File: config.mk
export PLATFORM = sky130hd
export DESIGN_NAME = pipe_stall_ctrl
export DESIGN_NICKNAME = d
export VERILOG_FILES = /design/src/rtl/core_ctrl_pkg.sv /design/src/rtl/sat_counter.sv /design/src/rtl/pipe_stall_ctrl.sv
export SDC_FILE = /design/constraint.sdc
export NUM_CORES = 1
export LEC_CHECK = 0
export BUFFER_PORTS_ARGS = -buffer_cell sky130_fd_sc_hd__buf_4
export CAP_MARGIN = 5
export CORE_ASPECT_RATIO = 0.6
export CORE_MARGIN = 2
export CORE_UTILIZATION = 54
export DETAILED_ROUTE_END_ITERATION = 10
export PLACE_DENSITY = 0.9
export RECOVER_POWER = 50
export SLEW_MARGIN = 20
export SYNTH_ARGS = -nofsm -noshare
export SYNTH_HDL_FRONTEND = slang
export SYNTH_HIERARCHICAL = 1
export SYNTH_SLANG_ARGS = --single-unit
export TNS_END_PERCENT = 10
File: constraint.sdc
create_clock -name clk -period 2.5 [get_ports clk]
set_clock_uncertainty 0.05 [all_clocks]
set_input_delay 0.375 -clock clk [delete_from_list [all_inputs] [get_ports clk]]
set_output_delay 0.375 -clock clk [all_outputs]
set_load 0.05 [all_outputs]
File: src/rtl/core_ctrl_pkg.sv
`default_nettype none
// ============================================================================
// Package    : core_ctrl_pkg
// Description: Shared types and constants for the core pipeline control path.
// Revision   : 1.0 - initial release
// ============================================================================
package core_ctrl_pkg;

    // Default PC / target width of the core
    localparam int c_xlen = 32;

    // Canonical RISC-V NOP (addi x0, x0, 0) that flushed pipeline registers hold
    localparam logic [31:0] c_nop_instr = 32'h0000_0013;

    // Pipeline control modes
    typedef enum logic [1:0] {
        RUN    = 2'd0,
        FREEZE = 2'd1,
        BUBBLE = 2'd2,
        REDIR  = 2'd3
    } pipe_state_e;

    // Priority resolution: memory freeze beats hazard stall, which beats any
    // redirect. A live redirect supersedes a buffered one, so REDIR is only
    // chosen when the pending entry is the sole redirect source this cycle.
    function automatic pipe_state_e pick_state(
        input logic busy,
        input logic stall,
        input logic redir_live,
        input logic pend_vld
    );
        if (busy)
            return FREEZE;
        if (stall)
            return BUBBLE;
        if (pend_vld && !redir_live)
            return REDIR;
        return RUN;
    endfunction

endpackage : core_ctrl_pkg
`default_nettype wire

File: src/rtl/sat_counter.sv
`default_nettype none
// ============================================================================
// Module     : sat_counter
// Description: Up-counter with synchronous clear that holds at MAX_VAL.
// Revision   : 1.0 - initial release
// ============================================================================
module sat_counter #(
    parameter int               WIDTH   = 32,
    parameter logic [WIDTH-1:0] MAX_VAL = '1
) (
    input  logic             clk,
    input  logic             rst_n,
    input  logic             clr,
    input  logic             inc,
    output logic [WIDTH-1:0] count
);

    logic [WIDTH-1:0] r_count;

    // Count up on inc, stop at MAX_VAL; clear takes precedence over increment
    always_ff @(posedge clk or negedge rst_n) begin
        if (!rst_n)
            r_count <= '0;
        else if (clr)
            r_count <= '0;
        else if (inc && (r_count != MAX_VAL))
            r_count <= r_count + WIDTH'(1);
    end

    assign count = r_count;

endmodule : sat_counter
`default_nettype wire

File: src/rtl/pipe_stall_ctrl.sv
`default_nettype none
// ============================================================================
// Module     : pipe_stall_ctrl
// Description: Converts stall requests, data-memory busy and ID-stage redirects
//              into per-stage enables, flushes and PC select; buffers one
//              redirect across a blocked front end, counts stall/flush cycles
//              and flags stall hangs.
// Revision   : 1.0 - initial release
// ============================================================================
module pipe_stall_ctrl
    import core_ctrl_pkg::*;
#(
    parameter int XLEN      = c_xlen,
    parameter int CNT_W     = 32,
    parameter int MAX_STALL = 64
) (
    input  logic             clk,
    input  logic             rst_n,
    input  logic             stall_req,
    input  logic             dmem_busy,
    input  logic             redirect_valid,
    input  logic [XLEN-1:0]  redirect_target,
    output logic             pc_we,
    output logic             pc_sel,
    output logic [XLEN-1:0]  pc_target,
    output logic             if_id_we,
    output logic             if_id_flush,
    output logic             id_ex_flush,
    output logic             ex_mem_we,
    output logic [CNT_W-1:0] stall_cnt,
    output logic [CNT_W-1:0] flush_cnt,
    output logic             hang_err
);

    localparam int c_hang_w = $clog2(MAX_STALL + 1);

    pipe_state_e         r_state;
    pipe_state_e         w_state;
    logic                r_pend_vld;
    logic [XLEN-1:0]     r_pend_tgt;
    logic                w_blocked;
    logic [c_hang_w-1:0] w_hang_cnt;
    logic                r_hang_err;

    // Mode for this cycle: a freeze persists while memory is busy, otherwise
    // the fixed priority picks the mode from live inputs and the pending entry
    always_comb begin
        w_state = RUN;
        case (r_state)
            FREEZE:  w_state = dmem_busy ? FREEZE
                                         : pick_state(dmem_busy, stall_req, redirect_valid, r_pend_vld);
            default: w_state = pick_state(dmem_busy, stall_req, redirect_valid, r_pend_vld);
        endcase
    end

    // State register
    always_ff @(posedge clk or negedge rst_n) begin
        if (!rst_n)
            r_state <= RUN;
        else
            r_state <= w_state;
    end

    // Zero-latency output decode; everything is held inactive while in reset
    always_comb begin
        pc_we       = 1'b0;
        pc_sel      = 1'b0;
        pc_target   = '0;
        if_id_we    = 1'b0;
        if_id_flush = 1'b0;
        id_ex_flush = 1'b0;
        ex_mem_we   = 1'b0;
        if (rst_n) begin
            case (w_state)
                RUN: begin
                    pc_we     = 1'b1;
                    if_id_we  = 1'b1;
                    ex_mem_we = 1'b1;
                    if (redirect_valid) begin
                        pc_sel      = 1'b1;
                        pc_target   = redirect_target;
                        if_id_flush = 1'b1;
                    end
                end
                BUBBLE: begin
                    id_ex_flush = 1'b1;
                    ex_mem_we   = 1'b1;
                end
                REDIR: begin
                    pc_we       = 1'b1;
                    if_id_we    = 1'b1;
                    ex_mem_we   = 1'b1;
                    pc_sel      = 1'b1;
                    pc_target   = r_pend_tgt;
                    if_id_flush = 1'b1;
                end
                default: ;
            endcase
        end
    end

    assign w_blocked = (w_state == FREEZE) || (w_state == BUBBLE);

    // Single-entry redirect buffer: newest redirect wins while blocked; it is
    // consumed (or superseded by a live redirect) on the first unblocked cycle
    always_ff @(posedge clk or negedge rst_n) begin
        if (!rst_n) begin
            r_pend_vld <= 1'b0;
            r_pend_tgt <= '0;
        end else if (w_blocked) begin
            if (redirect_valid) begin
                r_pend_vld <= 1'b1;
                r_pend_tgt <= redirect_target;
            end
        end else begin
            r_pend_vld <= 1'b0;
        end
    end

    sat_counter #(
        .WIDTH   (CNT_W)
    ) u_stall_cnt (
        .clk     (clk),
        .rst_n   (rst_n),
        .clr     (1'b0),
        .inc     (~pc_we),
        .count   (stall_cnt)
    );

    sat_counter #(
        .WIDTH   (CNT_W)
    ) u_flush_cnt (
        .clk     (clk),
        .rst_n   (rst_n),
        .clr     (1'b0),
        .inc     (pc_sel),
        .count   (flush_cnt)
    );

    // Consecutive blocked cycles; any cycle the PC advances restarts the run
    sat_counter #(
        .WIDTH   (c_hang_w),
        .MAX_VAL (c_hang_w'(MAX_STALL))
    ) u_hang_cnt (
        .clk     (clk),
        .rst_n   (rst_n),
        .clr     (pc_we),
        .inc     (~pc_we),
        .count   (w_hang_cnt)
    );

    // Sticky hang flag, set on the edge that completes the MAX_STALL-th blocked cycle
    always_ff @(posedge clk or negedge rst_n) begin
        if (!rst_n)
            r_hang_err <= 1'b0;
        else if (w_blocked && (w_hang_cnt >= c_hang_w'(MAX_STALL - 1)))
            r_hang_err <= 1'b1;
    end

    assign hang_err = r_hang_err;

endmodule : pipe_stall_ctrl
`default_nettype wire

[Yosys cells after proc, flatten, opt, wreduce, memory -nomap -nowiden]
Index checks and enable logic that the tools add are counted.
Word-level totals
  flip-flop bits (word level): 107
  RAM bits: 0
  word-level logic and storage cells: 76
  memories: 0
  ROM bits: 0
  bits of input ports: 37
  latch bits: 0
  output and inout port bits: 103
Cells by class
  shift-type cells: 0
  muxes and demuxes: 44
  add/subtract/negate cells: 3
  order comparisons: 1
  reduce and logical (&&, ||, !) cells: 12
  $mul: 0
  div/mod/pow operators: 0
  equality and inequality tests: 8
  bitwise logic cells: 1
Operator list (count)
  32-bit by 1-bit adder with 32-bit output, second input constant: 2
  32-bit 2-to-1 mux: 2
  32-bit != test, second input constant: 2
  32-bit one-hot mux with 2 select lines: 1
  2-bit 2-to-1 mux: 13
  1-bit 2-to-1 mux: 25
  7-bit 2-to-1 mux: 2
  7-bit by 1-bit adder with 7-bit output, second input constant: 1
  7-bit by 6-bit >= comparator with 1-bit output, second input constant: 1
  7-bit != test, second input constant: 1
  1-bit logical AND: 5
  2-bit by 1-bit equality test with 1-bit output, second input constant: 2
  2-bit equality test, second input constant: 2
  3-bit OR reduction: 1
  2-bit logical NOT: 1
  2-bit != test, second input constant: 1
  1-bit one-hot mux with 2 select lines: 1
  2-bit AND reduction: 1
  2-bit nonzero test: 1
  2-bit OR reduction: 1
  1-bit logical NOT: 1
  1-bit logical OR: 1
  1-bit inverter: 1

[Depth between registers and ports, before layout]
  depth after elaboration: 20
  gate-level depth with buffers: 9
  mapped depth without buffers: 7

[Modules after synthesis]
The synthesis kept the hierarchy.
Modules (own cells, without submodules)
  sat_counter (u_flush_cnt ...): times used 2, sequential area each 800.8 sq um, cells an instance 198, area an instance 1854.3 sq um
  pipe_stall_ctrl: times used 1, sequential area each 850.8 sq um, cells an instance 131, area an instance 1742.9 sq um
  sat_counter (u_hang_cnt): times used 1, sequential area each 175.2 sq um, cells an instance 45, area an instance 432.9 sq um

[Worst setup path before layout]
No wires, ideal clock.
  path type: input-to-reg
  start: input dmem_busy
  end: register u_flush_cnt.r_count[31], in the netlist u_flush_cnt/count[31]
  arrival: 2984 ps
  cell stages on the path: 8
  required time: 2325 ps
  slack: -659 ps
  library setup time: 125 ps
  buffers on the path: 1
  cells stage by stage: or3b_4 > nor2_1 > and3_1 > nand4_1 > a21o_1 > buf_2 > nor4_1 > mux2_2
Between the ends
  cells in the longest elaborated chain, start to end: 8
  elaborated cells between the ends (all ways): 10
  classes of those cells: 1 x eq/ne; 7 x mux; 2 x reduce/logical
Ends and longest elaborated chain
  start, declared: line pipe_stall_ctrl.sv:20  | input logic dmem_busy,
  1-bit 2-to-1 mux: line core_ctrl_pkg.sv:32  | if (busy)
  1-bit 2-to-1 mux: line pipe_stall_ctrl.sv:49  | case (r_state)
  2-bit 2-to-1 mux: line core_ctrl_pkg.sv:34  | if (stall)
  2-bit 2-to-1 mux (*): line pipe_stall_ctrl.sv:49
  2-bit equality test / 2-bit logical NOT (equally long branches)
  1-bit one-hot mux with 2 select lines (*)
  1-bit 2-to-1 mux (*)
  named net if_id_flush: line pipe_stall_ctrl.sv:27  | output logic if_id_flush,
  1-bit logical AND (*): line sat_counter.sv:26  | else if (inc && (r_count != MAX_VAL))
  end signal, assigned: line sat_counter.sv:27  | r_count <= r_count + WIDTH'(1);
  end, declared: line sat_counter.sv:18  | logic [WIDTH-1:0] r_count;
The timed path passes the listed nets; every way through them passes the cells marked *. The select of a mux whose other input is x is not followed.
A chain may end at the register's enable or synchronous reset.

[Final worst setup path]
  start: input rst_n
  end: output pc_target[18]
Between the ends
  cells in the longest elaborated chain, start to end: 1
Ends and longest elaborated chain
  start, declared: line pipe_stall_ctrl.sv:18  | input logic rst_n,
  32-bit 2-to-1 mux: line pipe_stall_ctrl.sv:73  | if (rst_n) begin
  end, declared: line pipe_stall_ctrl.sv:25  | output logic [XLEN-1:0] pc_target,
No other way between the ends.

==> summary.md <==
| Metric | Value |
|---|---|
| Seq. cell area | `0.00263 mm²` |
| Slew @ Worst Pin | `1.31 ns` |
| Time the final worst path needs with I/O delays and setup | `2.31 ns` |
| Residual antenna-violating net count after detailed routing | `0` |
| Sw power | `1.10 mW` |
| Count of synthesis-stage warnings from yosys | `6` |
| NumNets Final | `758` |
| Endpoint of the most critical setup path | `pc_target[18]` |
| Total routed wire length on the met1 layer | `6810 µm` |
| Least setup slack across all paths after layout | `0.191 ns` |
| Most common cell after layout, fill and taps aside | `sky130_fd_sc_hd__buf_4` |
| Number of post-CTS setup repair buffers | `0` |
| Count of unresolved DRC violations after routing | `0` |
| Setup violators final | `0` |
| Hold Vio Cnt, Final | `0` |
| Type of destination of the critical path | `output pin` |
| Power density relative to cell area | `530 mW/mm²` |
| Worst Path Class, Setup | `in2out` |
| EDFF count, synth | `0` |
| Net Sw Frac | `28.5%` |
| Post-Synthesis Cells | `572` |
| Fraction of final layout cells sized beyond drive strength 1 | `29.1%` |
| Die span in x | `139 µm` |
| Cell area after synthesis | `0.00588 mm²` |
| Cell at the root of the clock tree | `sky130_fd_sc_hd__clkbuf_16` |
| Cell-internal power | `2.77 mW` |
| WL final | `15,600 µm` |
| Outcome | `completed` |
| TritonCTS clock tree | `done` |
| Number of buffer cells added on primary ports | `139` |
| Sum of overflow across all layers after global routing | `0` |
| Flip-flop and latch count after synthesis | `105` |
| Max-slew headroom | `12.5%` |
| Setup repair after global routing missed its margin | `no` |
| Synth top area share | `44.7%` |
| Overall Global Routing Usage | `26.3%` |
| Detailed router's first-iteration violation count | `514` |
| CTS Buffer Depth | `2` |
| Static leakage | `3.20 nW` |
| Area taken by multi-input logic gates | `0.00306 mm²` |
| Vias per cell | `6.10` |
| Antenna violations before repair | `1` |
| Drt first pass iters | `6` |
| Cell breakdown of the critical path | `buf_4 > clkbuf_8 > and4bb_1 > buf_4 > a32o_1 > buf_4` |
| Maximum number of pins on one net before global-route repair | `56` |
| Startpoint type of the worst setup path | `primary input` |
| Worst-path cell with the longest stage delay | `sky130_fd_sc_hd__clkbuf_8` |
| Destination of the worst register-to-register timing path | `u_stall_cnt/count[3]` |
| Leading cell types in the layout, fill and taps excluded | `134 x sky130_fd_sc_hd__buf_4, 105 x sky130_fd_sc_hd__dfrtp_1, 58 x sky130_fd_sc_hd__nor2_1, 31 x sky130_fd_sc_hd__a32o_1, 29 x sky130_fd_sc_hd__mux2_2` |
| Clock latency at the later pin of the worst-skew pair | `0.35 ns` |
| Launch point of the worst path | `rst_n` |
| Timing-limited maximum frequency | `0.433 GHz` |
| Fraction of the cycle the final worst path needs | `92.4%` |
| FF-to-FF setup slack | `0.24 ns` |
| Part of the total power dissipated in sequential elements | `50.2%` |
| Register area share after synthesis | `44.7%` |
| Half-perimeter wire length after detailed placement | `11,300 µm` |
| Total number of vias | `5,256` |
| Number of H-tree levels | `3` |
| Peak supply drop | `0.000379 V` |
| Crit path largest cell delay | `0.40 ns` |
| Top FF cell, synth | `sky130_fd_sc_hd__dfrtp_1` |
| Largest cells by area after synthesis | `sky130_fd_sc_hd__dfrtp_1 45%, sky130_fd_sc_hd__mux2_2 5.5%, sky130_fd_sc_hd__a32o_1 5.3%` |
| CTS sink count | `105` |
| Wire length of the first global-routing pass | `25,400 µm` |
| Height of the die | `84.9 µm` |
| DR top layer | `met4` |
| Layout-stage area growth over the synthesis result | `24.0%` |
| Area enclosed by the die boundary | `0.0118 mm²` |
| RD Place Congestion | `0.896` |
| Required time worst endpoint | `2.08 ns` |
| Num ports | `140` |
| Cell seen most often among critical-path stages | `sky130_fd_sc_hd__buf_4` |
| Hold_ws | `0.0464 ns` |
| Number of library cell types mapped by synthesis | `55` |
| Number of buffers inserted during clock tree synthesis | `9` |
| Share of async-settable or async-resettable flops after synthesis | `100%` |
| Core area | `0.0106 mm²` |
| Routed wire length on met2 | `7410 µm` |
| Max Fanout on Critical Path | `55` |
| Part of the power in combinational logic | `16.9%` |
| Reg-to-Reg Start | `u_stall_cnt/count[0]` |
| Per-instance average area after synthesis | `10.3 µm²` |
| R2R cell count | `6` |
| Std cell rows | `29` |
| Count of filler cells inserted in the layout | `842` |
| Via count of the first global-routing pass | `5,036` |
| Cts hold-fix bufs | `0` |
| Worst-path clk slew | `0.07 ns` |
| Arrival time at the worst endpoint | `1.88 ns` |
| Total count of max-transition violations in the final report | `0` |
| Cell taking the most area after synthesis | `sky130_fd_sc_hd__dfrtp_1` |
| Met3 WL | `1160 µm` |
| Initial standard-cell utilization of the core | `55.5%` |
| Proportion of power drawn by the clock network | `32.9%` |
| Average wire length per cell after detail routing | `18.1 µm` |
| Max-cap violation count | `0` |
| Post-Place Setup Slack | `-0.0312 ns` |
| Overall power after layout | `3.87 mW` |
| Class of the tightest hold or removal check | `in2async` |
## metal layers
layer  vias up  GRT usage [%]
met5         -              0
met4         0           6.34
met3        18           5.87
met2       211           42.3
met1      2612           37.1
li1       2415              -
## flip-flops by register name, summed over array words and instances (netlist names)
register / cells
hang_err: 1
u_hang_cnt/count: 7
r_pend_vld: 1
u_flush_cnt/count: 32
u_stall_cnt/count: 32
r_pend_tgt: 32
## final cells by class
type	count	area share [%]
Sequential cell	105	36.0
Multi-Input combinational cell	426	41.9
Inverter	18	0.994
Antenna cell	1	0.0343
Clock buffer	12	3.24
Timing Repair Buffer	157	15.2
Clock inverter	3	0.257
Tap cell	139	2.38
## power by group through the flow
| stage | clock [mW] | combinational (mW) | sequential [mW] |
|---|---|---|---|
| final | 1.27 | 0.654 | 1.94 |
| after global routing | 1.39 | 0.711 | 1.96 |
| after global placement | 0 | 0.605 | 1.96 |
| after detailed placement | 0 | 0.648 | 1.97 |
| after floorplan | 0 | 0.426 | 1.96 |
| after CTS | 1.30 | 0.651 | 1.94 |
## synth_stat cells, drive strengths merged, types with 3 or more instances
library cell and number:
nor4 15, nor2b 14, nand4b 4, ha 4
or4 7, dfrtp 105, nand2b 4, nor2 59
a32o 31, and2 7, a21o 6, xnor2 20
nor3 9, inv 18, a31o 4, clkbuf 15
nand2 28, a211oi 10, nand3 28, nand4 17
mux2 45, or3 12, and4bb 3, buf 15
a21oi 26, o31ai 6, xor2 8, and3 17
nand3b 4, o21ai 12, a31oi 4
## kinds of logic after synthesis
group,count (synthesis),share of synthesized area (%)
simple gates,233,23.0
compound gates,106,14.0
flops,105,44.7
buf+inv,48,4.15
mux,47,9.08
xor+xnor,28,4.17
fa+ha+maj,4,0.851
other cells,1,0.0637
## timing repair
| item | CTS | global route |
|---|---|---|
| gates resized for setup | 1 | 2 |
| setup endpoints to repair | 10 | 6 |
| cloned | 0 | 0 |
| hold endpoints to repair | 0 | 0 |
## worst max-delay path, delay by kind of cell
kind / cells / cell delay [ns]
buf+inv: 4 / 1.02
simple gates: 1 / 0.26
compound gates: 1 / 0.20
## worst min path at each step
| stage | cells past startpoint | from | slack [ns] | end |
|---|---|---|---|---|
| 6_report | 2 | rst_n | 0.05 | u_flush_cnt/count[28] |
| 5_1_grt | 2 | rst_n | 0.08 | u_flush_cnt/count[9] |
| 4_1_cts | 2 | rst_n | 0.05 | u_flush_cnt/count[24] |
| 3_5_place_dp | 2 | hang_err | 0.43 | hang_err |
| 3_3_place_gp | 2 | hang_err | 0.42 | hang_err |
| 2_1_floorplan | 0 | rst_n | 0.03 | hang_err |
## stage by stage
| step | util, % | cells | cell area (µm²) | setup TNS, ns |
|---|---|---|---|---|
| after CTS | 69.6 | 860 | 7370 | 0 |
| after floorplan | - | 579 | 5930 | -0.257 |
| after global placement | 67.1 | 845 | 7110 | 0 |
| after global routing | 68.9 | 861 | 7300 | 0 |
| final | 68.9 | 861 | 7300 | 0 |
| after detailed placement | 67.1 | 845 | 7110 | -0.0434 |
Power figures use the tool's default switching activity.
